**config.mk**
```make
export PLATFORM = sky130hd
export DESIGN_NAME = scroll_step_gen
export DESIGN_NICKNAME = d
export VERILOG_FILES = /design/src/rtl/scroll_pkg.sv /design/src/rtl/key_debouncer.sv /design/src/rtl/scroll_step_gen.sv
export SDC_FILE = /design/constraint.sdc
export NUM_CORES = 1
export LEC_CHECK = 0
export CORE_AREA = 2 2 92 94
export CTS_CLUSTER_SIZE = 28
export DETAILED_ROUTE_END_ITERATION = 7
export DIE_AREA = 0 0 94 96
export GPL_TIMING_DRIVEN = 0
export PLACE_DENSITY_LB_ADDON = 0.15
export SLEW_MARGIN = 20
export SYNTH_ARGS = -nofsm -noshare
export SYNTH_HDL_FRONTEND = slang
export SYNTH_SLANG_ARGS = --single-unit
export TNS_END_PERCENT = 1
```
**constraint.sdc**
```tcl
create_clock -name clock -period 2.8 [get_ports clock]
set_input_delay 0.7 -clock clock [delete_from_list [all_inputs] [get_ports clock]]
set_output_delay 0.7 -clock clock [all_outputs]
set_load 0.01 [all_outputs]
```
**src/rtl/scroll_pkg.sv**
```systemverilog
// Shared types and default timing constants for the scroll step generator.
package scroll_pkg;

  // Debouncer states; PRESSED and RELEASE_WAIT both report the button as held.
  typedef enum logic [1:0] {
    RELEASED     = 2'd0,
    PRESS_WAIT   = 2'd1,
    PRESSED      = 2'd2,
    RELEASE_WAIT = 2'd3
  } debounce_state_t;

  // 20 ms at 50 MHz
  localparam int unsigned DEBOUNCE_DEFAULT    = 1_000_000;
  // 0.5 s at 50 MHz
  localparam int unsigned AUTO_PERIOD_DEFAULT = 25_000_000;

endpackage : scroll_pkg

```
**src/rtl/key_debouncer.sv**
```systemverilog
// Two-flop synchronizer plus debounce FSM for one active-low push-button.
module key_debouncer
  import scroll_pkg::*;
#(
  parameter int unsigned DEBOUNCE_CYCLES = DEBOUNCE_DEFAULT
) (
  input  logic clock,
  input  logic resetb,
  input  logic btn_n,
  output logic level,
  output logic press_evt
);

  localparam int unsigned    CNT_W    = $clog2(DEBOUNCE_CYCLES);
  localparam logic [CNT_W-1:0] CNT_LAST = CNT_W'(DEBOUNCE_CYCLES - 1);

  logic [1:0]       sync_q;
  logic             btn_s;
  debounce_state_t  state_q, state_d;
  logic [CNT_W-1:0] cnt_q, cnt_d;
  logic             level_d;

  // Bring the raw button into the clock domain; idle level is released (1).
  always_ff @(posedge clock or negedge resetb) begin
    if (!resetb) sync_q <= 2'b11;
    else         sync_q <= {sync_q[0], btn_n};
  end

  assign btn_s = sync_q[1];

  // State, counter and debounced level registers.
  always_ff @(posedge clock or negedge resetb) begin
    if (!resetb) begin
      state_q <= RELEASED;
      cnt_q   <= '0;
      level   <= 1'b0;
    end else begin
      state_q <= state_d;
      cnt_q   <= cnt_d;
      level   <= level_d;
    end
  end

  // Next state; the press event is a decode of the accepting transition so the
  // top-level step register can capture it on the same edge the FSM enters PRESSED.
  always_comb begin
    state_d   = state_q;
    cnt_d     = cnt_q;
    press_evt = 1'b0;
    unique case (state_q)
      RELEASED: begin
        if (!btn_s) begin
          state_d = PRESS_WAIT;
          cnt_d   = '0;
        end
      end
      PRESS_WAIT: begin
        if (btn_s) begin
          state_d = RELEASED;
        end else if (cnt_q == CNT_LAST) begin
          state_d   = PRESSED;
          press_evt = 1'b1;
        end else begin
          cnt_d = cnt_q + CNT_W'(1);
        end
      end
      PRESSED: begin
        if (btn_s) begin
          state_d = RELEASE_WAIT;
          cnt_d   = '0;
        end
      end
      RELEASE_WAIT: begin
        if (!btn_s) begin
          state_d = PRESSED;
        end else if (cnt_q == CNT_LAST) begin
          state_d = RELEASED;
        end else begin
          cnt_d = cnt_q + CNT_W'(1);
        end
      end
      default: state_d = RELEASED;
    endcase
    level_d = (state_d == PRESSED) || (state_d == RELEASE_WAIT);
  end

endmodule : key_debouncer

```
**src/rtl/scroll_step_gen.sv**
```systemverilog
// Turns two raw buttons into clean single-cycle step pulses, manual or auto-scrolled.
module scroll_step_gen
  import scroll_pkg::*;
#(
  parameter int unsigned DEBOUNCE_CYCLES = DEBOUNCE_DEFAULT,
  parameter int unsigned AUTO_PERIOD     = AUTO_PERIOD_DEFAULT
) (
  input  logic clock,
  input  logic resetb,
  input  logic key_n,
  input  logic mode_n,
  output logic step,
  output logic auto_on,
  output logic pressed
);

  localparam int unsigned       TMR_W    = $clog2(AUTO_PERIOD);
  localparam logic [TMR_W-1:0]  TMR_LAST = TMR_W'(AUTO_PERIOD - 1);

  logic             key_evt;
  logic             mode_evt;
  logic             mode_level_unused;
  logic [TMR_W-1:0] tmr_q, tmr_d;
  logic             tick_c;
  logic             auto_on_d;
  logic             step_d;

  key_debouncer #(.DEBOUNCE_CYCLES(DEBOUNCE_CYCLES)) u_key (
    .clock     (clock),
    .resetb    (resetb),
    .btn_n     (key_n),
    .level     (pressed),
    .press_evt (key_evt)
  );

  key_debouncer #(.DEBOUNCE_CYCLES(DEBOUNCE_CYCLES)) u_mode (
    .clock     (clock),
    .resetb    (resetb),
    .btn_n     (mode_n),
    .level     (mode_level_unused),
    .press_evt (mode_evt)
  );

  // Mode flop, auto timer and step pulse register.
  always_ff @(posedge clock or negedge resetb) begin
    if (!resetb) begin
      auto_on <= 1'b0;
      tmr_q   <= '0;
      step    <= 1'b0;
    end else begin
      auto_on <= auto_on_d;
      tmr_q   <= tmr_d;
      step    <= step_d;
    end
  end

  // Timer holds at 0 in manual mode; a manual press restarts the period.
  // A tick coinciding with the toggle-off press is dropped.
  always_comb begin
    tick_c    = 1'b0;
    auto_on_d = auto_on ^ mode_evt;
    tmr_d     = '0;
    step_d    = key_evt;
    if (auto_on) begin
      tick_c = (tmr_q == TMR_LAST);
      if (key_evt || tick_c) tmr_d = '0;
      else                   tmr_d = tmr_q + TMR_W'(1);
    end
    if (tick_c && !mode_evt) step_d = 1'b1;
  end

endmodule : scroll_step_gen

```
# After elaboration in Yosys (flattened, before gate mapping)
# Cells that the tools add are included.
[classes]
mul = 0
bitwise_logic = 1
n_reduce_logical = 9
div_mod_pow = 0
shift = 0
muxes = 36
magnitude_cmp = 0
eq_ne = 21
add_sub_neg = 3
[ops]
columns = ["operator", "n"]
rows = [
  ["$mux 20", 10],
  ["$pmux 20 s4", 2],
  ["$mux 25", 2],
  ["$add 20x1->20 const B", 2],
  ["$eq 20x20->1 const B", 2],
  ["$add 25x1->25 const B", 1],
  ["$eq 25x25->1 const B", 1],
  ["$mux 2", 12],
  ["$pmux 2 s4", 2],
  ["$eq 2x2->1 const B", 6],
  ["$reduce_and 4->1", 3],
  ["$mux 1", 8],
  ["$ne 2x1->1 const B", 4],
  ["$ne 2x2->1 const B", 4],
  ["$eq 2x1->1 const B", 2],
  ["$logic_not 2->1", 2],
  ["$ne 3x1->1 const B", 1],
  ["$ne 3x3->1 const B", 1],
  ["$logic_or 1x1->1", 2],
  ["$logic_and 1x1->1", 1],
  ["$logic_not 1->1", 1],
  ["$xor 1x1->1", 1],
]
[totals]
inputBits = 4
wordCells = 80
ramBits = 0
latch_bits = 0
mem_count = 0
regBits = 76
rom_bits = 0

# Longest topological paths before layout
# Gate-level depths: netlist of the first run.
[depth]
depth_word = 7
depth_mapped = 7
depth_no_buf = 6

# By module
# Synthesis of the first run repeated with hierarchy kept, for this count alone.
[unflattened]
cells_unflattened = 403
hier_area_um2 = 3997.6
[by_module_without_submodules]
columns = ["module", "cells_per_inst", "n_inst", "seq_area_each_um2", "area_per_inst_um2"]
rows = [
  ["key_debouncer", 133, 2, 603.1, 1311.3],
  ["scroll_step_gen", 137, 1, 675.6, 1375.1],
]

# Worst setup path after synthesis of the first run
# Ideal clock, no wire load.
[synth_path]
path_type = "reg2reg"
from = "reg u_mode.cnt_q[13]"
to = "reg step"
slack_ps = 767
setup_time_ps = 120
arrival_time_ps = 1914
path_buffers = 0
path_stages_with_launch = 6
cell_sequence = "dfrtp_1 -> or4_1 -> or4_4 -> nor2_8 -> nand3_4 -> a31o_1"
[synth_via]
elab_chain_len = 7
[synth_lines]
columns = ["element", "line", "text"]
rows = [
  ["start, declared", "key_debouncer.sv:20", "logic [CNT_W-1:0] cnt_q, cnt_d;"],
  ["start signal, assigned", "key_debouncer.sv:39", "cnt_q <= cnt_d;"],
  ["$eq 20x20->1", "key_debouncer.sv:60", "end else if (cnt_q == CNT_LAST) begin"],
  ["$mux 1", "key_debouncer.sv:60", ""],
  ["$mux 1", "key_debouncer.sv:58", "if (btn_s) begin"],
  ["$mux 1", "key_debouncer.sv:50", "unique case (state_q)"],
  ["$logic_not 1->1", "scroll_step_gen.sv:69", "if (tick_c && !mode_evt) step_d = 1'b1;"],
  ["$logic_and 1x1->1", "scroll_step_gen.sv:69", ""],
  ["$mux 1", "scroll_step_gen.sv:69", ""],
  ["via step_d", "scroll_step_gen.sv:26", "logic step_d;"],
  ["end signal, assigned", "scroll_step_gen.sv:53", "step <= step_d;"],
  ["end, declared", "scroll_step_gen.sv:12", "output logic step,"],
]
# The timed path passes the listed nets, and every way through them passes these cells.
# A chain may end at the register's enable or synchronous reset.

# Worst setup path after layout of the first run
[layout_path]
from = "reg u_key.cnt_q[10]"
to = "reg tmr_q[11]"
[layout_via]
elab_chain_len = 7
[layout_lines]
columns = ["element", "line", "text"]
rows = [
  ["start, declared", "key_debouncer.sv:20", ""],
  ["start signal, assigned", "key_debouncer.sv:39", ""],
  ["$eq 20x20->1", "key_debouncer.sv:60", ""],
  ["$mux 1", "key_debouncer.sv:60", ""],
  ["$mux 1", "key_debouncer.sv:58", ""],
  ["$mux 1", "key_debouncer.sv:50", ""],
  ["$logic_or 1x1->1", "scroll_step_gen.sv:66", "if (key_evt || tick_c) tmr_d = '0;"],
  ["$mux 25", "scroll_step_gen.sv:66", ""],
  ["$mux 25", "scroll_step_gen.sv:64", "if (auto_on) begin"],
  ["via tmr_d[11]", "scroll_step_gen.sv:23", "logic [TMR_W-1:0] tmr_q, tmr_d;"],
  ["end signal, assigned", "scroll_step_gen.sv:52", "tmr_q <= tmr_d;"],
  ["end, declared", "scroll_step_gen.sv:23", ""],
]
# The timed path passes the listed nets, and every way through them passes these cells.

==> results of run 1 <==
[worst max-delay path: stages, from the launching register on]
cell,delay (ns)
dfrtp_1,0.44
or4_1,0.56
nor2_1,0.34
nand4_1,0.20
nand3b_1,0.30
buf_2,0.29
nor2_1,0.09
[per-stage QoR]
step	total power (W)	area [um^2]	hold slack, ns	std cells
3_5_place_dp	0.00126	4110	0.347	525
2_1_floorplan	0.00121	3890	0.345	413
5_1_grt	0.00236	4350	0.363	541
6_report	0.00226	4350	0.337	541
3_3_place_gp	0.00126	4080	0.345	524
4_1_cts	0.00228	4350	0.350	541
[cell families after synthesis]
family	count (synthesis)	share of synthesized area (%)
simple gates	209	27.9
compound gates	50	8.10
mux	7	1.83
buf+inv	27	3.02
fa+ha+maj	3	0.964
xor+xnor	41	9.23
flops	76	49.0
[registers in the layout, summed over array words and instances, names as in the netlist, named ones only]
register,cells
u_mode.sync_q,2
u_key.state_q,2
u_key.cnt_q,20
step,1
u_key.level,1
u_mode.cnt_q,20
u_key.sync_q,2
u_mode.state_q,1
tmr_q,25
auto_on,1
[how the worst max path moves through the flow]
stage | startpoint | to | slack [ns] | cells past startpoint
after global routing | tmr_q[0] | tmr_q[16] | 0.35 | 7
after CTS | tmr_q[0] | tmr_q[11] | 0.47 | 7
after detailed placement | tmr_q[0] | tmr_q[11] | 0.49 | 7
after global placement | resetb | u_mode.cnt_q[0] | -1.64 | 1
after floorplan | u_mode.cnt_q[13] | step | 0.77 | 5
final | u_key.cnt_q[10] | tmr_q[11] | 0.48 | 6
[metal layers]
layer | vias up | part of all wire [%] | track usage [%] | routed length (um)
met3 | 10 | 3.3 | 4.23 | 263
met1 | 1464 | 48 | 25.6 | 3810
met2 | 54 | 47 | 31.3 | 3710
met5 | - | 0 | 0 | 0
met4 | 0 | 1.3 | 6.64 | 100
li1 | 1495 | - | - | -
[synthesized netlist by cell type (all sizes together) (3+ instances only)]
library cell	instances	area, um^2
dfrtp	72	1800
nor2	63	253
nand2	36	135
nand3	31	168
xor2	22	193
nand4	20	125
xnor2	19	166
o21ai	17	85.1
inv	16	60.1
a21oi	12	60.1
nor3	11	55.1
nor4	11	75.1
and3	8	50.1
buf	6	38.8
mux2i	6	60.1
or3	6	38.8
or4	6	48.8
clkbuf	5	18.8
and4	4	35.0
dfstp	4	105
a31oi	3	18.8
ha	3	37.5
nand2b	3	18.8
o311ai	3	26.3
[cell type report]
cell class,instances,area [um^2]
Fill cell,749,3700
Clock inverter,6,111
Clock buffer,10,128
Multi-Input combinational cell,310,1870
Timing Repair Buffer,7,77.6
Buffer,11,57.6
Sequential cell,76,1910
Inverter,16,60.1
Tap cell,105,131
[report_power, final]
part,internal [W],leakage (nW),total [W],switching [W]
logic,0.0000341,0.648,0.000105,0.0000713
registers,0.00112,1.04,0.00114,0.0000206
clock network,0.000594,0.117,0.00102,0.000426
==> run metrics, run 1 <==
CP startpoint kind flip-flop; Initial Util 48.3%; Final Util 54.0%; hold_buf cts 0; post-CTS setup repair buffer count 0; HPWL Detailed 5380 um; clock tree from TritonCTS yes; largest net degree at the start of global routing 45; start of the worst register-to-register path u_key.cnt_q[10]; Peak Freq 431 MHz; root buf cell clkbuf_8; outcome finished, final reports clean; final period utilization between 80 and 90%; clk sinks 76; Slew HR between 40% and 50%; Syn Nets 420; Max-Cap Viols 0; via count just over 3,000; Hold Violations, Final 0; Post-synth EDFFs 0; Power Density around 520 mW/mm^2; Yosys cell types 54; Final setup viols 0; Die W 94 um; DRT Wirelength between 7000 and 8000 um; cells after synthesis 413; Synth Warn # 0; worst setup margin 0.481 ns; setup TNS 0 ns; minimum setup slack among reg-to-reg paths approximately 0.48 ns; Global Route Usage Sum 19.2%; vias in the first global route 2,872; htree depth 3; sequential area share after synthesis 49.0%; Avg Cell Area, Syn 9.42 um^2; # port buffers 6; drt wl/cell between 10 and 15 um; core area just over 0.008 mm^2; Max VDD drop between 0.0002 and 0.0003 V; first-pass GRT wire length 13,500 um; Die Y between 90 and 100 um; Hold WC Path Type in -> async; fin nets 438; Residual DRC 0; pre-CTS WS between 0.4 and 0.5 ns; Area Growth Syn to Fin 11.7%; CP Data Arrival Time 2.56 ns; most common cell after layout, fill and taps aside dfrtp_1; share of post-route cells with drive strength above 1 8.72%; cells on worst reg2reg path 6; minimum clock period 2.32 ns; Pre-antenna DRT Iters 5; antenna viol nets, final 0; n_diodes 0; most frequent cells in the layout 72 x dfrtp_1, 62 x nor2_1, 36 x nand2_1; Ports 7; WS Path Type reg -> reg; CTS max path bufs 2; Post-Syn Area 0.00389 mm^2; clk_lat worst skew between 0.3 and 0.4 ns; Post-synth ARST share 100%; Via-to-Cell Ratio 5.59; Iteration-0 DRC Markers 120; Remaining Overflow, GRT 0; Num CTS Buffers 9; Tightest Pin Transition ~0.81 ns; ys flop type dfrtp_1; Setup crit end kind flip-flop; RSZ-0062 raised after global routing false; gpl congestion 0.834; die area ~0.009 mm^2; skew final 0.0106 ns; post_cts resized 0; Yosys reg bits 76; Critical Path RT 3.04 ns; Static Leak 1.80 nW; max-slew violation count 0; crit path max fanout 10; initial antenna violation count 0; R2R Path End tmr_q[11]; # rows 33; Clock Pin Slew Worst Setup and Hold Paths around 0.08 ns
Note: power is estimated with default switching activity, not from simulation.
==> run 2: changes to the inputs <==
==> constraint.sdc (replaced) <==
create_clock -name clock -period 2 [get_ports clock]
set_input_delay 0.5 -clock clock [delete_from_list [all_inputs] [get_ports clock]]
set_output_delay 0.5 -clock clock [all_outputs]
set_load 0.01 [all_outputs]
==> run 2 against run 1 <==
Effect of this change:
- the run now ends with setup timing left
- total power grew 34%
- sequential power rose by 40%
- flip-flop and latch count unchanged
- global-route usage up 0.44 points
- clock power up 26%
- clock-buffer cell count fell by 1
- cell count stayed put
- critical path depth decreased by 1
- critical endpoint is now step
- largest power group unchanged
- highest routed layer unchanged
==> run metrics, run 2 (synthesis gave the netlist of run 1 again) <==
outcome finished, violations left; failing checks setup timing; RSZ-0062 raised after global routing true; Biggest register tmr_q; worst-case hold slack 0.0959 ns (-0.241 ns); most common cell after layout, fill and taps aside dfrtp_1; Static Leak 1.80 nW (-0.25%); switching power 0.000725 W (+40%); # rows 33 (unchanged); DRT Wirelength 7970 um (+1.0%); clk sinks 76 (unchanged); share of post-route cells with drive strength above 1 11.2% (+2.5 points); WS Path Type reg -> reg; Power Density 689 mW/mm^2 (+32%); Tightest Pin Transition 0.705 ns (-0.107 ns); fin nets 438 (unchanged); Area Growth Syn to Fin 13.4%; CP Data Arrival Time 2.34 ns (-0.22 ns); Setup crit end kind flip-flop; Residual DRC 0 (unchanged); total design power 0.00304 W (+34%); htree depth 3 (unchanged); antenna viol nets, final 0 (unchanged); hold_buf cts 0 (unchanged); largest net degree at the start of global routing 45 (unchanged); gpl congestion 0.831 (-0.35%); Max VDD drop 0.000456 V (+78%); # port buffers 6 (unchanged); Peak Freq 476 MHz (+10%); Ports 7 (unchanged); Die W 94 um (unchanged); first-pass GRT wire length 13,700 um (+1.8%); final period utilization 105% (+22 points); Num CTS Buffers 9 (unchanged); Logic pwr share 5.0% (+0.3 points); Initial Util 48.3% (unchanged); drt wl/cell 14.7 um (+1.0%); Slew HR 52.6% (+7.2 points); CP startpoint kind flip-flop; CP max stage delay 0.60 ns (+0.04 ns); post-CTS setup repair buffer count 0 (unchanged); n_diodes 0 (unchanged); initial antenna violation count 0 (unchanged); Critical Path RT 2.24 ns (-0.80 ns); worst path cell trace or4bb_1 > or4_4 > nor2_8 > nand3_4 > a31o_1; Net Sw Frac 23.9% (+0.97 points); max-slew violation count 0 (unchanged); max reg flops 25 (unchanged); Top Registers tmr_q: 25 flops, u_key.cnt_q: 20 flops, u_mode.cnt_q: 20 flops; CP max-delay cell or4_4; dpl cells 525 (unchanged); most frequent cells in the layout 71 x dfrtp_1, 61 x nor2_1, 36 x nand2_1; CTS max path bufs 2 (unchanged); minimum clock period 2.10 ns (-0.216 ns); Max-Cap Viols 0 (unchanged); Clock Pin Slew Worst Setup and Hold Paths 0.08 ns (about the same); core area 0.00805 mm^2 (unchanged); crit path max fanout 9 (-1); clock tree from TritonCTS yes; Reg power frac 52.5% (+2.2 points); Global Route Usage Sum 19.6% (+0.44 points); Final Cell Area 0.00441 mm^2 (+1.5%); HPWL Detailed 5360 um (-0.30%); Hold WC Path Type in -> async; Pre-antenna DRT Iters 4 (-1); via count 3,033 (+0.33%); FILL cells 745 (-0.53%); worst setup margin -0.103 ns (-0.584 ns); Die Y 96 um (unchanged); clk_lat worst skew 0.35 ns (about the same); vias in the first global route 2,835 (-1.3%); Remaining Overflow, GRT 0 (unchanged); Area after DPL 0.00412 mm^2 (+0.18%); Final setup viols 10 (+10); die area 0.00902 mm^2 (unchanged); skew final 0.0143 ns (+0.00373 ns); root buf cell clkbuf_8; Hold Violations, Final 0 (unchanged); Iteration-0 DRC Markers 173 (+44%); Clock Power Share 42.5% (-2.6 points); fin cells 541 (unchanged); internal power 0.00232 W (+33%); Via-to-Cell Ratio 5.61 (+0.33%)
-- run 2: final cells by class --
cell class                      instances  area, um^2  area share, %
Buffer                                 11        76.3           1.73
Timing Repair Buffer                    7        85.1           1.93
Clock buffer                            9         124           2.81
Clock inverter                          7        91.3           2.07
Inverter                               16        60.1           1.36
Multi-Input combinational cell        310        1940           43.9
Tap cell                              105         131           2.98
Sequential cell                        76        1910           43.2
-- run 2: timing repair --
action                     4_1_cts  5_1_grt
gates resized for setup         14        8
setup endpoints to repair       39       37
pin swaps                        4        5
-- run 2: worst max-delay path: cells and delay by family, from the launching register on --
family          cells  cell delay [ns]
simple gates        4             1.39
flops               1             0.42
compound gates      1             0.18
-- run 2: final timing paths --
check                            startpoint  slack [ns]  depth (start not counted)          endpoint
min reg2reg                u_mode.sync_q[0]        0.36                          0  u_mode.sync_q[1]
max in group asynchronous            resetb        1.27                          2   u_key.sync_q[1]
min                                  resetb         0.1                          1  u_mode.cnt_q[19]
min in group clock         u_mode.sync_q[0]        0.36                          0  u_mode.sync_q[1]
max reg2reg                u_mode.cnt_q[15]       -0.10                          5              step
max                        u_mode.cnt_q[15]       -0.10                          5              step
-- run 2: layer usage --
layer	wire [um]	track usage, %	part of all wire [%]	up-vias
met4	116	6.76	1.5	0
met3	189	3.84	2.4	10
li1	-	-	-	1508
met5	0	0	0	-
met1	4110	27.7	52	1485
met2	3550	30.5	45	30
-- run 2: power groups by stage --
| stage | sequential [W] | combinational, W | clock [W] |
|---|---|---|---|
| after floorplan | 0.00162 | 0.0000853 | 0 |
| after global placement | 0.00162 | 0.000142 | 0 |
| after detailed placement | 0.00162 | 0.000151 | 0 |
| after CTS | 0.00159 | 0.000151 | 0.00132 |
| after global routing | 0.00160 | 0.000177 | 0.00139 |
| final | 0.00160 | 0.000152 | 0.00129 |
-- run 2: per-stage QoR --
step | util, % | setup WS (ns) | TNS [ns]
after global placement | 50.7 | -2.30 | -176.21
after detailed placement | 51.1 | -0.273 | -6.23
after global routing | 54.8 | -0.163 | -3.87
after floorplan | - | 0.0236 | 0
after CTS | 54.5 | -0.0952 | -0.524
final | 54.8 | -0.103 | -0.569
==> run 3: changes to the inputs <==
--- a/config.mk
+++ b/config.mk
@@ -15,4 +15,4 @@
 export SYNTH_ARGS = -nofsm -noshare
 export SYNTH_HDL_FRONTEND = slang
 export SYNTH_SLANG_ARGS = --single-unit
-export TNS_END_PERCENT = 1
+export TNS_END_PERCENT = 10
==> run 3 against run 2 <==
Effect of this change:
- critical endpoint is now u_mode.cnt_q[0]
- largest power group unchanged
- routed wire length increased by 5.1%
- sequential share of layout area decreased by 1.2 points
- first-iteration DRC count decreased by 14%
- clock power about the same
- sequential power about the same
- die area unchanged
- total power about the same
- the run still ends with setup timing left
- highest routed layer unchanged
- via count increased by 3.0%
==> run metrics, run 3 (synthesis gave the netlist of run 1 again) <==
Reg power frac 52.5% (about the same); outcome finished, violations left; worst setup margin -0.0890 ns (+0.0137 ns); CTS max path bufs 2 (unchanged); # port buffers 6 (unchanged); cells on worst reg2reg path 5 (unchanged); crit path max fanout 5 (-4); Net Sw Frac 23.8% (-0.054 points); most frequent cells in the layout 69 x dfrtp_1, 59 x nor2_1, 36 x nand2_1; Area Growth Syn to Fin 16.8%; grt met3 use 3.84% (unchanged); Pre-antenna DRT Iters 4 (unchanged); max-slew violation count 0 (unchanged); Final Util 56.5% (+1.7 points); HPWL Detailed 5360 um (unchanged); CP max-delay cell or4_4; RSZ-0062 raised after global routing true; clk sinks 76 (unchanged); internal power 0.00232 W (about the same); gpl congestion 0.831 (unchanged); Setup crit end kind flip-flop; met2 GRT Util 30.0% (-0.54 points); Iteration-0 DRC Markers 148 (-14%); minimum setup slack among reg-to-reg paths -0.09 ns (about the same); Initial Util 48.3% (unchanged); Clock Power Share 42.4% (about the same); switching power 0.000723 W (-0.30%); n_diodes 0 (unchanged); Residual DRC 0 (unchanged); grt peak-use layer met2; pre-CTS WS -0.273 ns (unchanged); drt wl/cell 15.1 um (+2.3%); minimum clock period 2.09 ns (-0.0137 ns); failing checks setup timing; # rows 33 (unchanged); Final setup viols 20 (+10); clk_lat worst skew 0.35 ns (about the same); fin nets 453 (+3.4%); initial antenna violation count 0 (unchanged); CP startpoint kind flip-flop; Critical Path RT 2.21 ns (-0.03 ns); GR Util met1 27.9% (+0.15 points); final period utilization 104% (-0.69 points); max reg flops 25 (unchanged); Hold WC Path Type in -> async; Biggest register tmr_q; Remaining Overflow, GRT 0 (unchanged); worst path cell trace or4bb_1 > or4_4 > o211a_1 > a21oi_1 > o22ai_1; vias in the first global route 2,844 (+0.32%); Die W 94 um (unchanged); Logic pwr share 5.1% (about the same); Via-to-Cell Ratio 5.62 (+0.22%); fin cells 556 (+2.8%); Global Route Usage Sum 19.5% (-0.10 points); R2R Path End u_mode.cnt_q[0]; CP max stage delay 0.62 ns (+0.02 ns); Ports 7 (unchanged); Slew HR 51.3% (-1.3 points); root buf cell clkbuf_8; start of the worst register-to-register path u_mode.cnt_q[15]; Num CTS Buffers 9 (unchanged); htree depth 3 (unchanged); first-pass GRT wire length 13,700 um (-0.25%); Power Density 668 mW/mm^2 (-3.0%); CP Data Arrival Time 2.30 ns (-0.04 ns); worst-case hold slack 0.0941 ns (-0.00182 ns); DRT Wirelength 8370 um (+5.1%); largest net degree at the start of global routing 45 (unchanged); Static Leak 1.89 nW (+4.9%); Tightest Pin Transition 0.724 ns (+0.0194 ns); Max-Cap Viols 0 (unchanged); dpl cells 525 (unchanged); die area 0.00902 mm^2 (unchanged); antenna viol nets, final 0 (unchanged); most common cell after layout, fill and taps aside dfrtp_1; Hold Violations, Final 0 (unchanged); WP buf/inv 0 (unchanged); skew final 0.0137 ns (-0.000603 ns); core area 0.00805 mm^2 (unchanged); Peak Freq 479 MHz (+0.66%); total design power 0.00304 W (about the same); Clock Pin Slew Worst Setup and Hold Paths 0.08 ns (about the same); clock tree from TritonCTS yes; Top Family by Delay on Critical Path simple AND/OR/NAND/NOR gates; Max VDD drop 0.000453 V (-0.58%); Top Registers tmr_q: 25 flops, u_key.cnt_q: 20 flops, u_mode.cnt_q: 20 flops; Die Y 96 um (unchanged); WS Path Type reg -> reg; via count 3,124 (+3.0%); share of post-route cells with drive strength above 1 14.9% (+3.6 points)
[run 3: cell count changes in the layout (fill, tap and decap cells not counted)]
cell and change:
nor2_2 +1, nor2_4 +2, or4_1 +1, or4_4 -1, o311ai_0 -1, nor2_1 -2, o311ai_1 +1, dfrtp_2 +2
nor3_4 +1, dfrtp_1 -2, buf_6 +1, nor3_2 -1, buf_4 +13
[run 3: worst max path at each step]
stage	depth (start not counted)	to	from	slack, ns
5_1_grt	6	tmr_q[16]	u_key.cnt_q[8]	-0.14
3_5_place_dp	6	tmr_q[12]	u_key.cnt_q[10]	-0.27
4_1_cts	5	u_mode.cnt_q[0]	u_mode.cnt_q[15]	-0.1
2_1_floorplan	5	step	u_mode.cnt_q[15]	0.02
3_3_place_gp	1	tmr_q[16]	resetb	-2.30
6_report	5	u_mode.cnt_q[0]	u_mode.cnt_q[15]	-0.09
[run 3: worst register-to-register path: stages, from the launching register on]
cell	delay, ns
dfrtp_1	0.41
or4bb_1	0.48
or4_4	0.62
o211a_1	0.24
a21oi_1	0.11
o22ai_1	0.09
[run 3: per-stage QoR]
stage,cell area (um^2),setup TNS (ns)
final,4550,-0.491
after CTS,4380,-0.523
after global placement,4080,-176.21
after detailed placement,4120,-6.23
after floorplan,3890,0
after global routing,4550,-3.70
[run 3: final cells by class]
cell class / count / area (um^2)
Sequential cell: 76 / 1910
Buffer: 11 / 76.3
Fill cell: 724 / 3500
Timing Repair Buffer: 21 / 194
Inverter: 16 / 60.1
Clock buffer: 9 / 124
Multi-Input combinational cell: 311 / 1960
Tap cell: 105 / 131
Clock inverter: 7 / 91.3
[run 3: what timing repair did]
item	in CTS	in global routing
hold buffers	0	0
pin swaps	1	13
cloned	0	2
setup endpoints to repair	39	46
setup buffers	2	11
gates resized for setup	8	22
[run 3: per-layer routing]
layer / vias to the layer above / part of all wire (%)
met5: - / 0
met4: 0 / 1.5
met3: 11 / 3.2
met2: 57 / 45
met1: 1526 / 50
li1: 1530 / -
[run 3: power by group through the flow]
stage	Clock [W]	Sequential (W)	Combinational, W
4_1_cts	0.00132	0.00159	0.000151
3_3_place_gp	0	0.00162	0.000142
5_1_grt	0.00138	0.00160	0.000178
3_5_place_dp	0	0.00162	0.000151
2_1_floorplan	0	0.00162	0.0000853
6_report	0.00129	0.00160	0.000154
==> patch 1: new RTL, settings of run 2 <==
`DEBOUNCE_DEFAULT`: 1_000_000 -> 500_000.
--- a/src/rtl/scroll_pkg.sv
+++ b/src/rtl/scroll_pkg.sv
@@ -11,5 +11,5 @@
 
   // 20 ms at 50 MHz
-  localparam int unsigned DEBOUNCE_DEFAULT    = 1_000_000;
+  localparam int unsigned DEBOUNCE_DEFAULT    = 500_000;
   // 0.5 s at 50 MHz
   localparam int unsigned AUTO_PERIOD_DEFAULT = 25_000_000;
Function: no difference found for any inputs over 10 cycles, from zero or initial values and one cycle with resetb low; that may be too few to reach the edited logic, so the function may still have changed.
==> patch 1 against run 2 <==
Design area is 3.5% lower; setup slack improved by 130 ps; count of clock-buffer cells in the layout grew 3; synthesized cell count down 11%; sequential cell count down 2; largest power group is now clock; power rose by 8.4%; wire length decreased by 13%; area after synthesis down 6.4%.
==> patch 1: results (changes against run 2) <==
{
  "sta": {
    "worst_clock_skew": {"value": 7.26, "unit": "ps", "change": "was 14.3 ps"},
    "worst_relative_slew_slack": {"value": 62.4, "unit": "%", "change": "was 52.6%"}
  },
  "route": {
    "detailed_route_iter0_violations": {"value": 90, "change": "was 173"},
    "avgViaCountPerCell": {"value": 5.32, "change": "was 5.61"},
    "finalWirelength": {"value": 6900, "unit": "µm", "change": "was 7970 µm"}
  },
  "global_routing": {
    "grt_start_max_net_pins": {"value": 53, "change": "was 45"},
    "track_usage": {"value": 17.5, "unit": "%", "change": "was 19.6%"},
    "grt_pass1_vias": {"value": 2632, "change": "was 2835"},
    "first_pass_grt_wire_length": {"value": 12400, "unit": "µm", "change": "was 13700 µm"}
  },
  "layout": {
    "biggestRegsByFlops": {"value": "tmr_q: 25 flops, u_key.cnt_q: 19 flops, u_mode.cnt_q: 19 flops", "change": "was tmr_q: 25 flops, u_key.cnt_q: 20 flops, u_mode.cnt_q: 20 flops"},
    "stdcell_count": {"value": 498, "change": "was 541"},
    "layout-drive-gt1-share": {"value": 15.8, "unit": "%", "change": "was 11.2%"}
  },
  "placement": {
    "gp_congestion": {"value": 0.777, "change": "was 0.831"},
    "dpl.cell_count": {"value": 478, "change": "was 525"},
    "dp_worst_setup_slack": {"value": -68.5, "unit": "ps", "change": "was -273 ps"},
    "dp.final_hpwl": {"value": 4670, "unit": "µm", "change": "was 5360 µm"}
  },
  "power": {
    "cell_internal_pwr": {"value": 2.63, "unit": "mW", "change": "was 2.32 mW"},
    "max-vdd-ir-drop": {"value": 0.000378, "unit": "V", "change": "was 0.000456 V"}
  },
  "critical_path": {
    "worst-endpoint-arrival": {"value": 2210, "unit": "ps", "change": "was 2340 ps"},
    "crit_fanout": {"value": 10, "change": "was 9"},
    "ff2ff_path_depth": {"value": 8, "change": "was 5"},
    "critPathLaunch": {"value": "u_key.cnt_q[1]", "change": "was u_mode.cnt_q[15]"},
    "cpPeakStageDelay": {"value": 440, "unit": "ps", "change": "was 600 ps"}
  },
  "status": {
    "status": {"value": "complete, no violations", "change": "was finished with violations"}
  },
  "synth": {
    "post_synth_num_cell_types": {"value": 43, "change": "was 54"},
    "syn_inst": {"value": 366, "change": "was 413"},
    "yosys-top-cells-area": {"value": "sky130_fd_sc_hd__dfrtp_1 (48%), sky130_fd_sc_hd__xor2_1 (7.5%), sky130_fd_sc_hd__nor2_1 (6.0%)", "change": "was sky130_fd_sc_hd__dfrtp_1 (46%), sky130_fd_sc_hd__nor2_1 (6.0%), sky130_fd_sc_hd__xor2_1 (5.0%)"}
  }
}
patch 1: layer usage:
metal | track usage (%) | routed length [µm] | vias to the layer above
met5 | 0 | 0 | -
met4 | 6.88 | 107 | 0
met3 | 3.52 | 184 | 9
met2 | 27.3 | 3110 | 30
met1 | 24.1 | 3490 | 1280
li1 | - | - | 1331
patch 1: power by group through the flow:
stage | registers (mW) | clock network (mW) | logic, mW
global route | 1.57 | 1.72 | 0.141
global placement | 1.59 | 0 | 0.105
floorplan | 1.58 | 0 | 0.0582
detailed placement | 1.59 | 0 | 0.116
finish | 1.56 | 1.61 | 0.121
CTS | 1.56 | 1.66 | 0.122
patch 1: worst max-delay path, delay by kind of cell (launching register included):
family                     cells  cell delay, ps
adders and majority gates      1             180
buffers and inverters          2             290
DFF                            1             380
and+or+nand+nor                5            1000
patch 1: worst max-delay path by stage:
| stage | to | slack, ps | depth (start not counted) |
|---|---|---|---|
| after floorplan | tmr_q[15] | 150 | 7 |
| after global placement | u_key.cnt_q[1] | -2190 | 1 |
| after detailed placement | u_key.cnt_q[0] | -70 | 6 |
| after CTS | u_key.cnt_q[0] | 0.02 | 6 |
| after global routing | tmr_q[11] | -60 | 7 |
| final | tmr_q[7] | 30 | 8 |
patch 1: cell families (layout without fill, tap and decap cells):
logic type	Yosys count	after routing	share of synthesized area (%)
muxes	3	3	0.893
and+or+nand+nor	192	192	27.9
buffers and inverters	15	42	2.27
DFF	74	74	51.0
adders and majority gates	3	3	1.03
AOI/OAI and AO/OA	30	30	5.15
xor gates and xnor gates	49	49	11.8
patch 1: through the flow:
stage | cell area (µm²) | util, % | TNS, ps
final | 4260 | 52.9 | 0
after global routing | 4260 | 52.9 | -861
after CTS | 4190 | 52.0 | 0
after detailed placement | 3860 | 47.9 | -834
after global placement | 3830 | 47.6 | -158940
after floorplan | 3640 | - | 0
patch 1: layout make-up:
| cell class | count | area, µm² |
|---|---|---|
| plain buffers | 10 | 71.3 |
| clock buffers | 12 | 165 |
| clock inverters | 4 | 120 |
| fillers | 701 | 3790 |
| inverters | 5 | 18.8 |
| multi-input cells | 277 | 1770 |
| flip-flops and latches | 74 | 1860 |
| well taps | 105 | 131 |
| repair buffers | 11 | 119 |
patch 1: what timing repair did:
action | CTS | global route
gates resized for setup | 9 | 17
pin swaps | 2 | 6
endpoints found under the hold margin | 0 | 0
buffers inserted | 2 | 2
endpoints found under the setup margin | 25 | 41
==> patch 2: new RTL, settings of run 2 <==
Without the edit above. Put a register stage on the output `pressed`, with the module's reset. The value now appears one clock later. The other outputs are not delayed to match.
--- a/src/rtl/scroll_step_gen.sv
+++ b/src/rtl/scroll_step_gen.sv
@@ -18,4 +18,6 @@
   localparam logic [TMR_W-1:0]  TMR_LAST = TMR_W'(AUTO_PERIOD - 1);
 
+  logic pressed_d;
+
   logic             key_evt;
   logic             mode_evt;
@@ -30,5 +32,5 @@
     .resetb    (resetb),
     .btn_n     (key_n),
-    .level     (pressed),
+    .level     (pressed_d),
     .press_evt (key_evt)
   );
@@ -70,4 +72,12 @@
   end
 
+  always_ff @(posedge clock or negedge resetb) begin
+    if (!resetb) begin
+      pressed <= '0;
+    end else begin
+      pressed <= pressed_d;
+    end
+  end
+
 endmodule : scroll_step_gen
 
Behaviour: same outputs for any inputs over 10 cycles, from zero or initial values and one cycle with resetb low; that may be too few to reach the edited logic, so the function may still have changed.
==> patch 2 against run 2 <==
The run still ends with setup timing left; cell count is 1.1% higher; sequential cell count increased by 1; largest cell class unchanged; design area up 2.1%; maximum frequency is 0.13% higher; wire length hardly changed; setup slack better by 2.7 ps; area after synthesis rose by 0.64%; clock power is 11% higher; power is 5.0% higher; count of clock-buffer cells in the layout rose by 1; core utilization is 1.2 points higher; critical path depth unchanged; non-clock buffer count is 5 higher.
==> patch 2: results (changes against run 2) <==
{
  "route": {
    "finalWirelength": {"value": 7970, "unit": "µm", "change": "about the same"},
    "detailed_route_iter0_violations": {"value": 123, "change": "was 173"},
    "avgViaCountPerCell": {"value": 5.55, "change": "was 5.61"},
    "met3WireLength": {"value": 220, "unit": "µm", "change": "was 189 µm"}
  },
  "sta": {
    "final_critical_path_setup_slack": {"value": -100, "unit": "ps", "change": "was -103 ps"},
    "final.setup.tns": {"value": -509, "unit": "ps", "change": "was -569 ps"},
    "report.final.setup_viol": {"value": 8, "change": "was 10"},
    "worst_clock_skew": {"value": 13.4, "unit": "ps", "change": "was 14.3 ps"}
  },
  "status": {
    "status": {"value": "finished with violations", "change": "unchanged"},
    "failing_checks": {"value": "setup timing", "change": "unchanged"}
  },
  "synth": {
    "yosys-top-cells-area": {"value": "sky130_fd_sc_hd__dfrtp_1 (47%), sky130_fd_sc_hd__nor2_1 (5.9%), sky130_fd_sc_hd__xor2_1 (4.9%)", "change": "was sky130_fd_sc_hd__dfrtp_1 (46%), sky130_fd_sc_hd__nor2_1 (6.0%), sky130_fd_sc_hd__xor2_1 (5.0%)"},
    "synthAdderAreaFrac": {"value": 0.958, "unit": "%", "change": "was 0.964%"}
  },
  "placement": {
    "dp.final_hpwl": {"value": 5470, "unit": "µm", "change": "was 5360 µm"},
    "placement.cell_area": {"value": 0.00414, "unit": "mm²", "change": "was 0.00412 mm²"},
    "dpl.cell_count": {"value": 526, "change": "was 525"}
  },
  "global_routing": {
    "track_usage": {"value": 19.8, "unit": "%", "change": "was 19.6%"},
    "first_pass_grt_wire_length": {"value": 13900, "unit": "µm", "change": "was 13700 µm"},
    "grt_use_met2": {"value": 31.2, "unit": "%", "change": "was 30.5%"}
  },
  "layout": {
    "num-fill-cells": {"value": 733, "change": "was 745"},
    "share_of_the_final_layout_cell_area_in_multi_input_gates": {"value": 43.2, "unit": "%", "change": "was 43.9%"},
    "finish.net_count": {"value": 444, "change": "was 438"},
    "layout.clock_buffers": {"value": 10, "change": "was 9"},
    "seq-cell-share": {"value": 42.9, "unit": "%", "change": "was 43.2%"},
    "non_clock_buffer_count": {"value": 23, "change": "was 18"},
    "area_share_nonclk_buffers": {"value": 4.33, "unit": "%", "change": "was 3.66%"}
  },
  "critical_path": {
    "critPathLaunch": {"value": "u_mode.cnt_q[13]", "change": "was u_mode.cnt_q[15]"}
  },
  "power": {
    "power_switching_share": {"value": 22.7, "unit": "%", "change": "was 23.9%"}
  }
}
-- patch 2: changes by cell type in the layout (fill, tap and decap cells not counted), moves of 2 or more --
cell	run 2	this run
sky130_fd_sc_hd__buf_4	2	7
sky130_fd_sc_hd__clkinv_2	3	1
sky130_fd_sc_hd__nor3_2	2	0
sky130_fd_sc_hd__nor3_4	0	2
-- patch 2: cells by family after synthesis --
kind of cell,count (synthesis)
AOI/OAI and AO/OA,50
adders and majority gates,3
and+or+nand+nor,209
muxes,7
xor gates and xnor gates,41
buffers and inverters,27
DFF,77
-- patch 2: power groups by stage --
stage / registers [mW] / clock network, mW / logic (mW)
floorplan: 1.64 / 0 / 0.0853
global placement: 1.64 / 0 / 0.144
detailed placement: 1.64 / 0 / 0.153
CTS: 1.61 / 1.45 / 0.153
global route: 1.62 / 1.52 / 0.174
finish: 1.61 / 1.43 / 0.152
-- patch 2: what timing repair did --
item	in CTS	in global routing
pin swaps	1	6
hold buffers	0	0
setup buffers	1	4
endpoints found under the setup margin	39	40
gates resized for setup	9	15
